## config.mk

```make
export PLATFORM = sky130hd
export DESIGN_NAME = uart_tx_queue
export DESIGN_NICKNAME = d
export VERILOG_FILES = /design/src/rtl/uart_pkg.sv /design/src/rtl/uart_fifo.sv /design/src/rtl/uart_tx_queue.sv
export SDC_FILE = /design/constraint.sdc
export NUM_CORES = 1
export LEC_CHECK = 0
export CORE_ASPECT_RATIO = 0.7
export CORE_MARGIN = 4
export CORE_UTILIZATION = 30
export CTS_CLUSTER_DIAMETER = 100
export CTS_CLUSTER_SIZE = 30
export DETAILED_ROUTE_END_ITERATION = 8
export HOLD_SLACK_MARGIN = 0.15
export PLACE_DENSITY = 0.56
export SYNTH_ARGS = -nofsm -noshare
export SYNTH_HDL_FRONTEND = slang
export SYNTH_SLANG_ARGS = --single-unit
export TNS_END_PERCENT = 5
```

## constraint.sdc

```tcl
create_clock -name i_clk -period 7.1 [get_ports i_clk]
set_input_delay 1.42 -clock i_clk [delete_from_list [all_inputs] [get_ports i_clk]]
set_output_delay 1.42 -clock i_clk [all_outputs]
set_load 0.01 [all_outputs]
```

## src/rtl/uart_pkg.sv

```systemverilog
// Shared UART definitions: transmit-queue FSM encodings and line-level framing constants.
package uart_pkg;

  typedef enum logic [1:0] {
    sIdle = 2'd0,
    sLoad = 2'd1,
    sSend = 2'd2,
    sWait = 2'd3
  } tx_state_e;

  localparam logic START_BIT = 1'b0;
  localparam logic STOP_BIT  = 1'b1;

endpackage

```

## src/rtl/uart_fifo.sv

```systemverilog
// Byte FIFO with registered count, full/empty flags and a sticky overflow flag.
// A push is still accepted when full if a pop happens on the same edge.
module uart_fifo #(
  parameter int unsigned DEPTH  = 16,
  parameter int unsigned ADDR_W = 4
) (
  input  logic              i_clk,
  input  logic              i_reset,
  input  logic              i_push,
  input  logic [7:0]        i_data,
  input  logic              i_pop,
  output logic [7:0]        o_data,
  input  logic              i_clear_overflow,
  output logic              o_full,
  output logic              o_empty,
  output logic [ADDR_W:0]   o_count,
  output logic              o_overflow
);

  localparam logic [ADDR_W:0] FullCount = (ADDR_W + 1)'(DEPTH);

  logic [7:0]        mem [DEPTH];
  logic [ADDR_W-1:0] wr_ptr, rd_ptr;
  logic [ADDR_W:0]   count;
  logic              overflow;
  logic              pop_ok, push_ok, drop;

  assign o_full     = (count == FullCount);
  assign o_empty    = (count == '0);
  assign o_count    = count;
  assign o_overflow = overflow;
  assign o_data     = mem[rd_ptr];

  assign pop_ok  = i_pop && !o_empty;
  assign push_ok = i_push && (!o_full || pop_ok);
  assign drop    = i_push && !push_ok;

  // Storage needs no reset; the pointers define which entries are live.
  always_ff @(posedge i_clk) begin
    if (push_ok) begin
      mem[wr_ptr] <= i_data;
    end
  end

  always_ff @(posedge i_clk or posedge i_reset) begin
    if (i_reset) begin
      wr_ptr   <= '0;
      rd_ptr   <= '0;
      count    <= '0;
      overflow <= 1'b0;
    end else begin
      if (push_ok) begin
        wr_ptr <= wr_ptr + 1'b1;
      end
      if (pop_ok) begin
        rd_ptr <= rd_ptr + 1'b1;
      end
      unique case ({push_ok, pop_ok})
        2'b10:   count <= count + 1'b1;
        2'b01:   count <= count - 1'b1;
        default: count <= count;
      endcase
      // Setting wins over a simultaneous clear.
      if (drop) begin
        overflow <= 1'b1;
      end else if (i_clear_overflow) begin
        overflow <= 1'b0;
      end
    end
  end

endmodule

```

## src/rtl/uart_tx_queue.sv

```systemverilog
// Byte queue in front of the UART transmitter: buffers bursts and presents one byte at a
// time on the data/send/busy handshake, holding data stable for the whole frame.
module uart_tx_queue
  import uart_pkg::*;
#(
  parameter int unsigned DEPTH  = 16,
  parameter int unsigned ADDR_W = 4
) (
  input  logic            i_clk,
  input  logic            i_reset,
  input  logic [7:0]      i_8_data,
  input  logic            i_write,
  output logic            o_full,
  output logic            o_empty,
  output logic [ADDR_W:0] o_count,
  output logic            o_overflow,
  input  logic            i_clear_overflow,
  output logic [7:0]      o_tx_data,
  output logic            o_tx_send,
  input  logic            i_tx_busy
);

  tx_state_e  c_state, n_state;
  logic       busy_meta, busy_s;
  logic       pop;
  logic [7:0] fifo_rdata;
  logic [7:0] tx_data;

  // i_tx_busy comes from the transmitter's divided-clock domain.
  always_ff @(posedge i_clk or posedge i_reset) begin
    if (i_reset) begin
      busy_meta <= 1'b0;
      busy_s    <= 1'b0;
    end else begin
      busy_meta <= i_tx_busy;
      busy_s    <= busy_meta;
    end
  end

  uart_fifo #(
    .DEPTH  (DEPTH),
    .ADDR_W (ADDR_W)
  ) u_fifo (
    .i_clk            (i_clk),
    .i_reset          (i_reset),
    .i_push           (i_write),
    .i_data           (i_8_data),
    .i_pop            (pop),
    .o_data           (fifo_rdata),
    .i_clear_overflow (i_clear_overflow),
    .o_full           (o_full),
    .o_empty          (o_empty),
    .o_count          (o_count),
    .o_overflow       (o_overflow)
  );

  always_ff @(posedge i_clk or posedge i_reset) begin
    if (i_reset) begin
      c_state <= sIdle;
    end else begin
      c_state <= n_state;
    end
  end

  always_comb begin
    n_state = c_state;
    unique case (c_state)
      sIdle: if (!o_empty && !busy_s) n_state = sLoad;
      sLoad: n_state = sSend;
      sSend: if (busy_s) n_state = sWait;
      sWait: if (!busy_s) n_state = sIdle;
      default: n_state = sIdle;
    endcase
  end

  assign pop = (c_state == sLoad);

  // Pure state decode, so the request to the transmitter cannot glitch.
  assign o_tx_send = (c_state == sSend);

  always_ff @(posedge i_clk or posedge i_reset) begin
    if (i_reset) begin
      tx_data <= 8'h00;
    end else if (pop) begin
      tx_data <= fifo_rdata;
    end
  end

  assign o_tx_data = tx_data;

endmodule
```

==> results of run 1 <==
[cells by family (layout without fill, tap and decap cells)]
kind of cell	after synthesis	count (layout)	share of synthesized area (%)
flip-flops	154	154	72.0
multiplexers	46	46	14.2
XOR/XNOR	12	12	1.68
adder cells (fa/ha/maj)	13	13	2.60
AND/OR/NAND/NOR	40	40	3.89
AO/OA/AOI/OAI	36	36	3.81
buffers and inverters	23	72	1.82
[metrics by stage]
step / util [%] / area [um^2] / hold slack (ns) / setup slack, ns / total power, W
after detailed placement: 33.8 / 6810 / 0.337 / 3.55 / 0.00218
after CTS: 36.5 / 7350 / 0.353 / 3.41 / 0.00301
final: 36.5 / 7350 / 0.348 / 3.42 / 0.00298
after global placement: 33.8 / 6810 / 0.332 / 3.59 / 0.00216
after floorplan: - / 6240 / 0.331 / 4.13 / 0.00188
after global routing: 36.5 / 7350 / 0.349 / 3.33 / 0.00315
[routing by layer]
layer / track usage, % / vias up / wire length [um]
li1: - / 1371 / -
met3: 3.02 / 4 / 816
met1: 18.1 / 1598 / 6380
met4: 2.71 / 0 / 57
met5: 0 / - / 0
met2: 16.5 / 69 / 5660
[power groups by stage]
stage	logic (W)	registers, W	clock network [W]
after floorplan	0.000652	0.00122	0
final	0.000914	0.00123	0.000829
after detailed placement	0.000926	0.00125	0
after global routing	0.00101	0.00125	0.000891
after global placement	0.000914	0.00125	0
after CTS	0.000933	0.00124	0.000844
[synth_stat cells, types with 2 or more instances]
cell	count
ha_1	13
nand2_1	4
buf_6	2
and2_1	16
or2_2	2
clkbuf_1	5
nor2_1	4
inv_1	8
edfxtp_1	128
buf_2	4
nor2b_1	2
mux4_2	29
buf_4	2
mux2_2	13
xor2_1	5
o21ai_0	3
o22ai_1	15
xnor2_1	7
mux4_1	3
nand4_1	2
a21oi_1	9
nor3b_1	2
dfrtp_1	26
[layout make-up]
type / instances / share of cell area [%]
Clock inverter: 15 / 1.57
Clock buffer: 17 / 5.79
Multi-Input combinational cell: 147 / 22.3
Timing Repair Buffer: 31 / 4.15
Tap cell: 270 / 4.60
Sequential cell: 154 / 61.2
Inverter: 9 / 0.460
[flip-flops by register name (all words and copies together), names as in the netlist]
name,count
busy_s,1
c_state,2
o_tx_data,8
u_fifo.rd_ptr,4
busy_meta,1
u_fifo.o_count,5
u_fifo.wr_ptr,4
u_fifo.o_overflow,1
u_fifo.mem,128
[path summary, 6_finish.rpt]
| kind | end | start | cells past startpoint | slack, ns |
|---|---|---|---|---|
| setup / recovery | o_empty | u_fifo.o_count[1]$_DFFE_PP0P_ | 3 | 3.42 |
| hold / removal | busy_s$_DFF_PP0_ | busy_meta$_DFF_PP0_ | 0 | 0.35 |
| setup reg to reg | u_fifo.o_count[4]$_DFFE_PP0P_ | c_state[1]$_DFFE_PP0P_ | 10 | 4.04 |
| hold reg to reg | busy_s$_DFF_PP0_ | busy_meta$_DFF_PP0_ | 0 | 0.35 |
| max in group asynchronous | u_fifo.rd_ptr[0]$_DFFE_PP0P_ | i_reset | 2 | 4.76 |
| min in group asynchronous | busy_s$_DFF_PP0_ | i_reset | 2 | 1.60 |
[worst register-to-register path: cells and delay by family (launching register included)]
kind	cells	cell delay (ns)
AOI/OAI and AO/OA	3	0.68
DFF	1	0.42
buffers and inverters	1	0.12
xor gates and xnor gates	2	0.32
and+or+nand+nor	1	0.15
adders and majority gates	3	1.30
==> impl_metrics.env, run 1 <==
export IMPL_ir_drop_v=0.000154
export IMPL_multi_input_area_um2=1640
export IMPL_synth_top_area_share_pct=61.6
export IMPL_setup_viol=0
export IMPL_clock_sinks=154
export IMPL_crit_buf_inv=1
export IMPL_clock_skew_ns=0.0106
export IMPL_cpPeakStageDelay_ns=0.59
export IMPL_crit_family="simple AND/OR/NAND/NOR gates"
export IMPL_internal_power_w=0.00203
export IMPL_path_clk_slew_ns=0.07
export IMPL_swShare_pct=31.7
export IMPL_ctsHoldBuffers=0
export IMPL_post_cts_buffers=0
export IMPL_crit_path_start_kind="flip-flop"
export IMPL_ys_seq_area_share_pct=72.0
export IMPL_synth_edf_count=128
export IMPL_grt_pass1_wl_um=20100
export IMPL_yosysTopAreaCell="edfxtp_1"
export IMPL_netlist_instances=324
export IMPL_gp_congestion=0.732
export IMPL_rsz0062_at_grt="false"
export IMPL_crit_chain="or4_4 -> nor2_1 -> clkdlybuf4s50_1"
export IMPL_clockRootBuffer="clkbuf_16"
export IMPL_tightest_slew_ns=1.13
export IMPL_synth_area_um2=6240
export IMPL_rows=43
export IMPL_fp_dieArea_um2=23200
export IMPL_drt_total_wl_um=12900
export IMPL_initial_utilization_pct=31.0
export IMPL_p_per_area_nw_per_um2=405
export IMPL_synth_fp_nets=350
export IMPL_layout_drive_gt1_share_pct=22.0
export IMPL_min_period_over_period_pct=51.9
export IMPL_wl_per_cell_um=20.1
export IMPL_cts_tree="built"
export IMPL_drt_iter0_markers=265
export IMPL_globalRouteOverflowTotal=0
export IMPL_synthFlopType="edfxtp_1"
export IMPL_avgViaCountPerCell=4.73
export IMPL_setup_tns_ns=0
export IMPL_pwr_share_comb_pct=30.7
export IMPL_vias=3042
export IMPL_synth_seq_cells=154
export IMPL_syn_area_per_cell_um2=19.3
export IMPL_nFillCells=1868
export IMPL_h_tree_depth=4
export IMPL_stdcell_count=643
export IMPL_track_usage_pct=11.7
export IMPL_netlist_top_cells_area="edfxtp_1, mux4_2, dfrtp_1, ha_1, mux2_2"
export IMPL_critical_path_class="flip-flop to output pin"
export IMPL_async_flop_share_pct=16.9
export IMPL_dp_cells=611
export IMPL_min_period_ns=3.68
export IMPL_fmaxAchievable_ghz=0.271
export IMPL_cts_buffers=17
export IMPL_final_nets=386
export IMPL_grt_pass1_vias=3125
export IMPL_ant_nets=0
export IMPL_slowest_stage="clkdlybuf4s50_1"
export IMPL_finalHoldViolations=0
export IMPL_dpl_hpwl_um=8090
export IMPL_antenna_cells=0
export IMPL_areaGrowthSynthToFinish_pct=17.7
export IMPL_mostFrequentLayoutCell="edfxtp_1"
export IMPL_path_max_fanout=8
export IMPL_hold_class="flip-flop to flip-flop"
export IMPL_place_port_buffers=29
export IMPL_clockBufferDepth=2
export IMPL_p_switching_w=0.000942
export IMPL_die_height_um=129
export IMPL_first_pass_iters=4
export IMPL_cap_violations=0
export IMPL_grt_max_degree=36
export IMPL_endpoint_kind="output pin"
export IMPL_crit_required_ns=5.68
export IMPL_core_um2=20100
export IMPL_seqPwrFrac_pct=41.4
export IMPL_drv_slew=0
export IMPL_ys_warn_count=0
export IMPL_final_cell_mix="edfxtp_1, mux4_2, clkdlybuf4s50_1, dfrtp_1, clkbuf_16"
export IMPL_ios=30
export IMPL_ff_latch_area_um2=4500
export IMPL_p_leak_nw=2.46
export IMPL_drc=0
export IMPL_status="completed"
export IMPL_clk_latency_ns=0.41
export IMPL_slew_headroom_pct=24.7
export IMPL_worstPathArrival_ns=2.26
export IMPL_synth_distinct_cells=43
export IMPL_clock_power_share_pct=27.8
export IMPL_antenna_found_initial=0
export IMPL_chipWidth_um=180
export IMPL_cts_resized=0
Power figures use the tool's default switching activity.
==> inputs of run 2 (changes only) <==
Settings changed: PLACE_DENSITY 0.56 to 0.58.
Clock period 7.1 ns to 3.1 ns, I/O delays scaled along.
==> run 2 against run 1 <==
  * Global-route usage is 0.10 points lower
  * Die area did not move
  * Register-to-register slack lost 3.8 ns
  * Critical endpoint is now u_fifo.o_count[2]$_DFFE_PP0P_
==> impl_metrics.env, run 2 (synthesis results as in run 1) <==
export IMPL_vias=3075
export IMPL_largest_reg_flops=128
export IMPL_layout_setup_ws_ns=0.222
export IMPL_pwr_share_comb_pct=30.0
export IMPL_dpl_hpwl_um=8240
export IMPL_min_from="busy_meta$_DFF_PP0_"
export IMPL_slowest_stage="or4_4"
export IMPL_fp_dieArea_um2=23200
export IMPL_mostFrequentLayoutCell="edfxtp_1"
export IMPL_p_switching_w=0.00217
export IMPL_antenna_found_initial=0
export IMPL_crit_chain="or4_4 -> o31a_4 -> inv_2 -> ha_1 -> xor2_1 -> ha_1 -> a21oi_1 -> xor2_1 -> nor2_1 -> xor2_1"
export IMPL_status="completed"
export IMPL_crit_top_cell="xor2_1"
export IMPL_finalHoldViolations=0
export IMPL_layout_drive_gt1_share_pct=22.1
export IMPL_drc=0
export IMPL_min_period_ns=2.88
export IMPL_core_um2=20100
export IMPL_p_per_area_nw_per_um2=946
export IMPL_cts_buffers=17
export IMPL_initial_utilization_pct=31.0
export IMPL_slew_headroom_pct=29.7
export IMPL_endpoint_kind="flip-flop"
export IMPL_grt_pass1_wl_um=20100
export IMPL_path_max_fanout=9
export IMPL_critical_path_class="flip-flop to flip-flop"
export IMPL_areaGrowthSynthToFinish_pct=18.7
export IMPL_cap_violations=0
export IMPL_ios=30
export IMPL_drv_slew=0
export IMPL_ff_latch_area_um2=4500
export IMPL_internal_power_w=0.00484
export IMPL_r2r_cells=10
export IMPL_cts_resized=0
export IMPL_rows=43
export IMPL_clock_sinks=154
export IMPL_setup_tns_ns=0
export IMPL_drt_total_wl_um=12800
export IMPL_setup_viol=0
export IMPL_h_tree_depth=4
export IMPL_cts_tree="built"
export IMPL_tightest_slew_ns=1.05
export IMPL_worstReg2RegStart="u_fifo.o_count[0]$_DFFE_PP0P_"
export IMPL_antenna_cells=0
export IMPL_dp_slack_ns=0.246
export IMPL_die_height_um=129
export IMPL_wl_per_cell_um=19.9
export IMPL_drt_iter0_markers=223
export IMPL_hold_path_depth=0
export IMPL_crit_path_start_kind="flip-flop"
export IMPL_clockBufferDepth=2
export IMPL_multi_input_area_um2=1640
export IMPL_seqPwrFrac_pct=40.9
export IMPL_cpPeakStageDelay_ns=0.59
export IMPL_clk_latency_ns=0.42
export IMPL_hold_class="flip-flop to flip-flop"
export IMPL_fmaxAchievable_ghz=0.347
export IMPL_ir_drop_v=0.000346
export IMPL_largest_register="u_fifo.mem"
export IMPL_rsz0062_at_grt="false"
export IMPL_post_cts_buffers=0
export IMPL_nFillCells=1851
export IMPL_place_port_buffers=29
export IMPL_avgViaCountPerCell=4.77
export IMPL_first_pass_iters=4
export IMPL_min_period_over_period_pct=92.8
export IMPL_p_leak_nw=2.49
export IMPL_path_clk_slew_ns=0.06
export IMPL_ant_nets=0
export IMPL_gp_congestion=0.747
export IMPL_worstPathArrival_ns=3.17
export IMPL_clock_power_share_pct=29.0
export IMPL_grt_max_degree=27
export IMPL_final_cell_mix="edfxtp_1, mux4_2, clkdlybuf4s50_1, dfrtp_1, clkbuf_16"
export IMPL_worstHoldEndpoint="busy_s$_DFF_PP0_"
export IMPL_reg2reg_to="u_fifo.o_count[2]$_DFFE_PP0P_"
export IMPL_ctsHoldBuffers=0
export IMPL_chipWidth_um=180
export IMPL_track_usage_pct=11.6
export IMPL_swShare_pct=30.9
export IMPL_whs_ns=0.359
export IMPL_final_nets=388
export IMPL_clock_skew_ns=0.00784
export IMPL_clockRootBuffer="clkbuf_16"
export IMPL_final_util_pct=36.8
export IMPL_r2r_slack_ns=0.22
export IMPL_crit_required_ns=3.39
export IMPL_globalRouteOverflowTotal=0
export IMPL_grt_pass1_vias=3283
==> run 2: changes by cell type in the layout (fill, tap and decap cells not counted), sizes merged <==
cell | before | now
clkinvlp | 2 | 3
buf | 2 | 4
inv | 15 | 12
clkinv | 7 | 6
clkbuf | 17 | 18
bufinv | 0 | 2
==> run 2: worst max-delay path: cells and delay by family, from the launching register on <==
family	cells	cell delay [ns]
adder cells (fa/ha/maj)	2	0.55
flip-flops	1	0.45
XOR/XNOR	3	0.45
buffers and inverters	1	0.11
AO/OA/AOI/OAI	2	0.52
AND/OR/NAND/NOR	2	0.67
==> run 2: cell type report <==
class	instances	share of cell area, %
Clock buffer	18	5.79
Clock inverter	14	1.96
Inverter	9	0.456
Multi-Input combinational cell	147	22.1
Sequential cell	154	60.7
Tap cell	270	4.56
Timing Repair Buffer	33	4.49
==> run 2: worst max-delay path by stage <==
stage,start,endpoint,slack [ns]
global route,u_fifo.o_count[1]$_DFFE_PP0P_,u_fifo.o_count[4]$_DFFE_PP0P_,0.03
CTS,u_fifo.o_count[0]$_DFFE_PP0P_,u_fifo.o_count[2]$_DFFE_PP0P_,0.23
detailed placement,u_fifo.o_count[0]$_DFFE_PP0P_,u_fifo.o_count[2]$_DFFE_PP0P_,0.25
finish,u_fifo.o_count[0]$_DFFE_PP0P_,u_fifo.o_count[2]$_DFFE_PP0P_,0.22
global placement,u_fifo.o_count[0]$_DFFE_PP0P_,u_fifo.o_count[4]$_DFFE_PP0P_,0.32
floorplan,u_fifo.o_count[2]$_DFFE_PP0P_,u_fifo.o_count[4]$_DFFE_PP0P_,0.33
==> run 2: metal layers <==
metal / vias up / track usage, % / share of wire, % / routed length, um
li1: 1371 / - / - / -
met1: 1605 / 16.6 / 46 / 5920
met2: 87 / 17.7 / 45 / 5790
met3: 12 / 3.11 / 7.7 / 991
met4: 0 / 3.07 / 1.0 / 133
met5: - / 0 / 0 / 0
==> run 2: power groups by stage <==
stage	sequential [W]	combinational (W)	clock (W)
after global placement	0.00290	0.00209	0
final	0.00287	0.00211	0.00204
after detailed placement	0.00292	0.00213	0
after floorplan	0.00280	0.00149	0
after global routing	0.00292	0.00230	0.00218
after CTS	0.00288	0.00214	0.00206
==> run 2: per-stage QoR <==
| stage | instances | cell area (um^2) | power [W] |
|---|---|---|---|
| 5_1_grt | 645 | 7410 | 0.00740 |
| 6_report | 645 | 7410 | 0.00701 |
| 3_5_place_dp | 613 | 6840 | 0.00505 |
| 3_3_place_gp | 613 | 6840 | 0.00498 |
| 4_1_cts | 645 | 7410 | 0.00708 |
| 2_1_floorplan | 324 | 6240 | 0.00430 |
==> inputs of run 3 (changes only) <==
Settings changed: PLACE_DENSITY 0.58 to 0.56.
Clock period 3.1 ns to 3 ns, I/O delays scaled along.
==> run 3 against run 2 <==
  * Non-clock buffer count is 8 higher
  * Design area is 0.19% higher
  * Via count is 0.62% lower
  * Clock skew is 0.0076 ns higher
==> impl_metrics.env, run 3 (synthesis results as in run 1) <==
export IMPL_status="completed"
export IMPL_mostFrequentLayoutCell="edfxtp_1"
export IMPL_clockBufferDepth=2
export IMPL_final_cell_mix="edfxtp_1, mux4_2, clkdlybuf4s50_1, dfrtp_1, clkbuf_16"
export IMPL_layout_drive_gt1_share_pct=24.0
export IMPL_layout_setup_ws_ns=0.166
export IMPL_dp_cells=621
export IMPL_crit_chain="or4_4 -> nor2_1 -> clkdlybuf4s50_1"
export IMPL_fmaxAchievable_ghz=0.353
export IMPL_cts_tree="built"
export IMPL_min_period_over_period_pct=94.5
export IMPL_antenna_found_initial=0
export IMPL_core_um2=20100
export IMPL_crit_path_start_kind="flip-flop"
export IMPL_post_route_cell_area_um2=7420
export IMPL_place_port_buffers=29
export IMPL_fp_dieArea_um2=23200
export IMPL_setup_viol=0
export IMPL_wl_per_cell_um=19.7
export IMPL_whs_ns=0.345
export IMPL_die_height_um=129
export IMPL_clock_sinks=154
export IMPL_ir_drop_v=0.000375
export IMPL_cts_buffers=17
export IMPL_endpoint_kind="output pin"
export IMPL_path_clk_slew_ns=0.07
export IMPL_vias=3056
export IMPL_ios=30
export IMPL_chipWidth_um=180
export IMPL_grt_pass1_vias=3293
export IMPL_hold_class="flip-flop to flip-flop"
export IMPL_clk_latency_ns=0.41
export IMPL_ant_nets=0
export IMPL_slew_headroom_pct=54.5
export IMPL_grt_pass1_wl_um=19900
export IMPL_p_leak_nw=2.51
export IMPL_final_nets=396
export IMPL_rows=43
export IMPL_clockRootBuffer="clkbuf_16"
export IMPL_p_per_area_nw_per_um2=956
export IMPL_rsz0062_at_grt="false"
export IMPL_track_usage_pct=11.5
export IMPL_crit_required_ns=2.40
export IMPL_first_pass_iters=4
export IMPL_ctsHoldBuffers=0
export IMPL_largest_register="u_fifo.mem"
export IMPL_drt_total_wl_um=12900
export IMPL_worstPathArrival_ns=2.23
export IMPL_largest_reg_flops=128
export IMPL_antenna_cells=0
export IMPL_drc=0
export IMPL_path_max_fanout=6
export IMPL_cts_resized=0
export IMPL_globalRouteOverflowTotal=0
export IMPL_h_tree_depth=4
export IMPL_post_dp_cell_area_um2=6880
export IMPL_initial_utilization_pct=31.0
export IMPL_drt_iter0_markers=157
export IMPL_areaGrowthSynthToFinish_pct=18.9
export IMPL_grt_max_degree=19
export IMPL_dpl_hpwl_um=8500
export IMPL_stdcell_count=653
export IMPL_dp_slack_ns=0.334
export IMPL_gp_congestion=0.729
export IMPL_cpPeakStageDelay_ns=0.59
export IMPL_finalHoldViolations=0
export IMPL_tightest_slew_ns=0.683
export IMPL_critical_path_class="flip-flop to output pin"
export IMPL_post_cts_buffers=0
export IMPL_min_period_ns=2.83
export IMPL_avgViaCountPerCell=4.68
export IMPL_cap_violations=0
export IMPL_clock_skew_ns=0.0155
export IMPL_slowest_stage="or4_4"
export IMPL_drv_slew=0
export IMPL_setup_tns_ns=0
run 3: cell count changes in the layout (fill, tap and decap cells not counted), sizes merged:
cell      previous run  this run
buf                  4        12
inv                 12        16
bufinv               2         0
clkbuf              18        17
clkinvlp             3         2
run 3: final timing paths:
kind	startpoint	endpoint	slack, ns	depth (start not counted)
max in group asynchronous	i_reset	u_fifo.rd_ptr[0]$_DFFE_PP0P_	1.88	3
worst max-delay path	u_fifo.o_count[0]$_DFFE_PP0P_	o_empty	0.17	3
worst max register to register	u_fifo.o_count[0]$_DFFE_PP0P_	u_fifo.o_count[4]$_DFFE_PP0P_	0.33	10
worst min-delay path	busy_meta$_DFF_PP0_	busy_s$_DFF_PP0_	0.35	0
min in group asynchronous	i_reset	u_fifo.o_overflow$_DFFE_PP0P_	0.50	2
worst min register to register	busy_meta$_DFF_PP0_	busy_s$_DFF_PP0_	0.35	0
run 3: routing by layer:
layer  wire, um  global-route usage (%)  part of all wire, %
met1       6330                    17.5                   49
met2       5660                    16.8                   44
met3        797                    2.60                  6.2
met4         79                    3.16                 0.61
met5          0                       0                    0
run 3: worst max-delay path: cells and delay by family (launching register included):
| kind | cells | cell delay, ns |
|---|---|---|
| DFF | 1 | 0.45 |
| and+or+nand+nor | 2 | 0.80 |
| buffers and inverters | 1 | 0.58 |
run 3: cell type report:
| type | count | area (um^2) |
|---|---|---|
| fillers | 1876 | 12700 |
| repair buffers | 41 | 380 |
| clock inverters | 15 | 115 |
| well taps | 270 | 338 |
| clock buffers | 17 | 425 |
| flip-flops and latches | 154 | 4500 |
| multi-input cells | 147 | 1640 |
| inverters | 9 | 33.8 |
run 3: stage by stage:
step / utilization [%] / total power [W]
final: 36.9 / 0.00710
after global routing: 36.9 / 0.00749
after CTS: 36.9 / 0.00719
after detailed placement: 34.2 / 0.00523
after global placement: 34.2 / 0.00519
after floorplan: - / 0.00444
run 3: power by group:
group	leakage, nW	switching (W)	internal (W)
sequential	1.46	0.000310	0.00267
clock	0.265	0.000885	0.00107
combinational	0.793	0.00104	0.00112
total	2.51	0.00224	0.00486
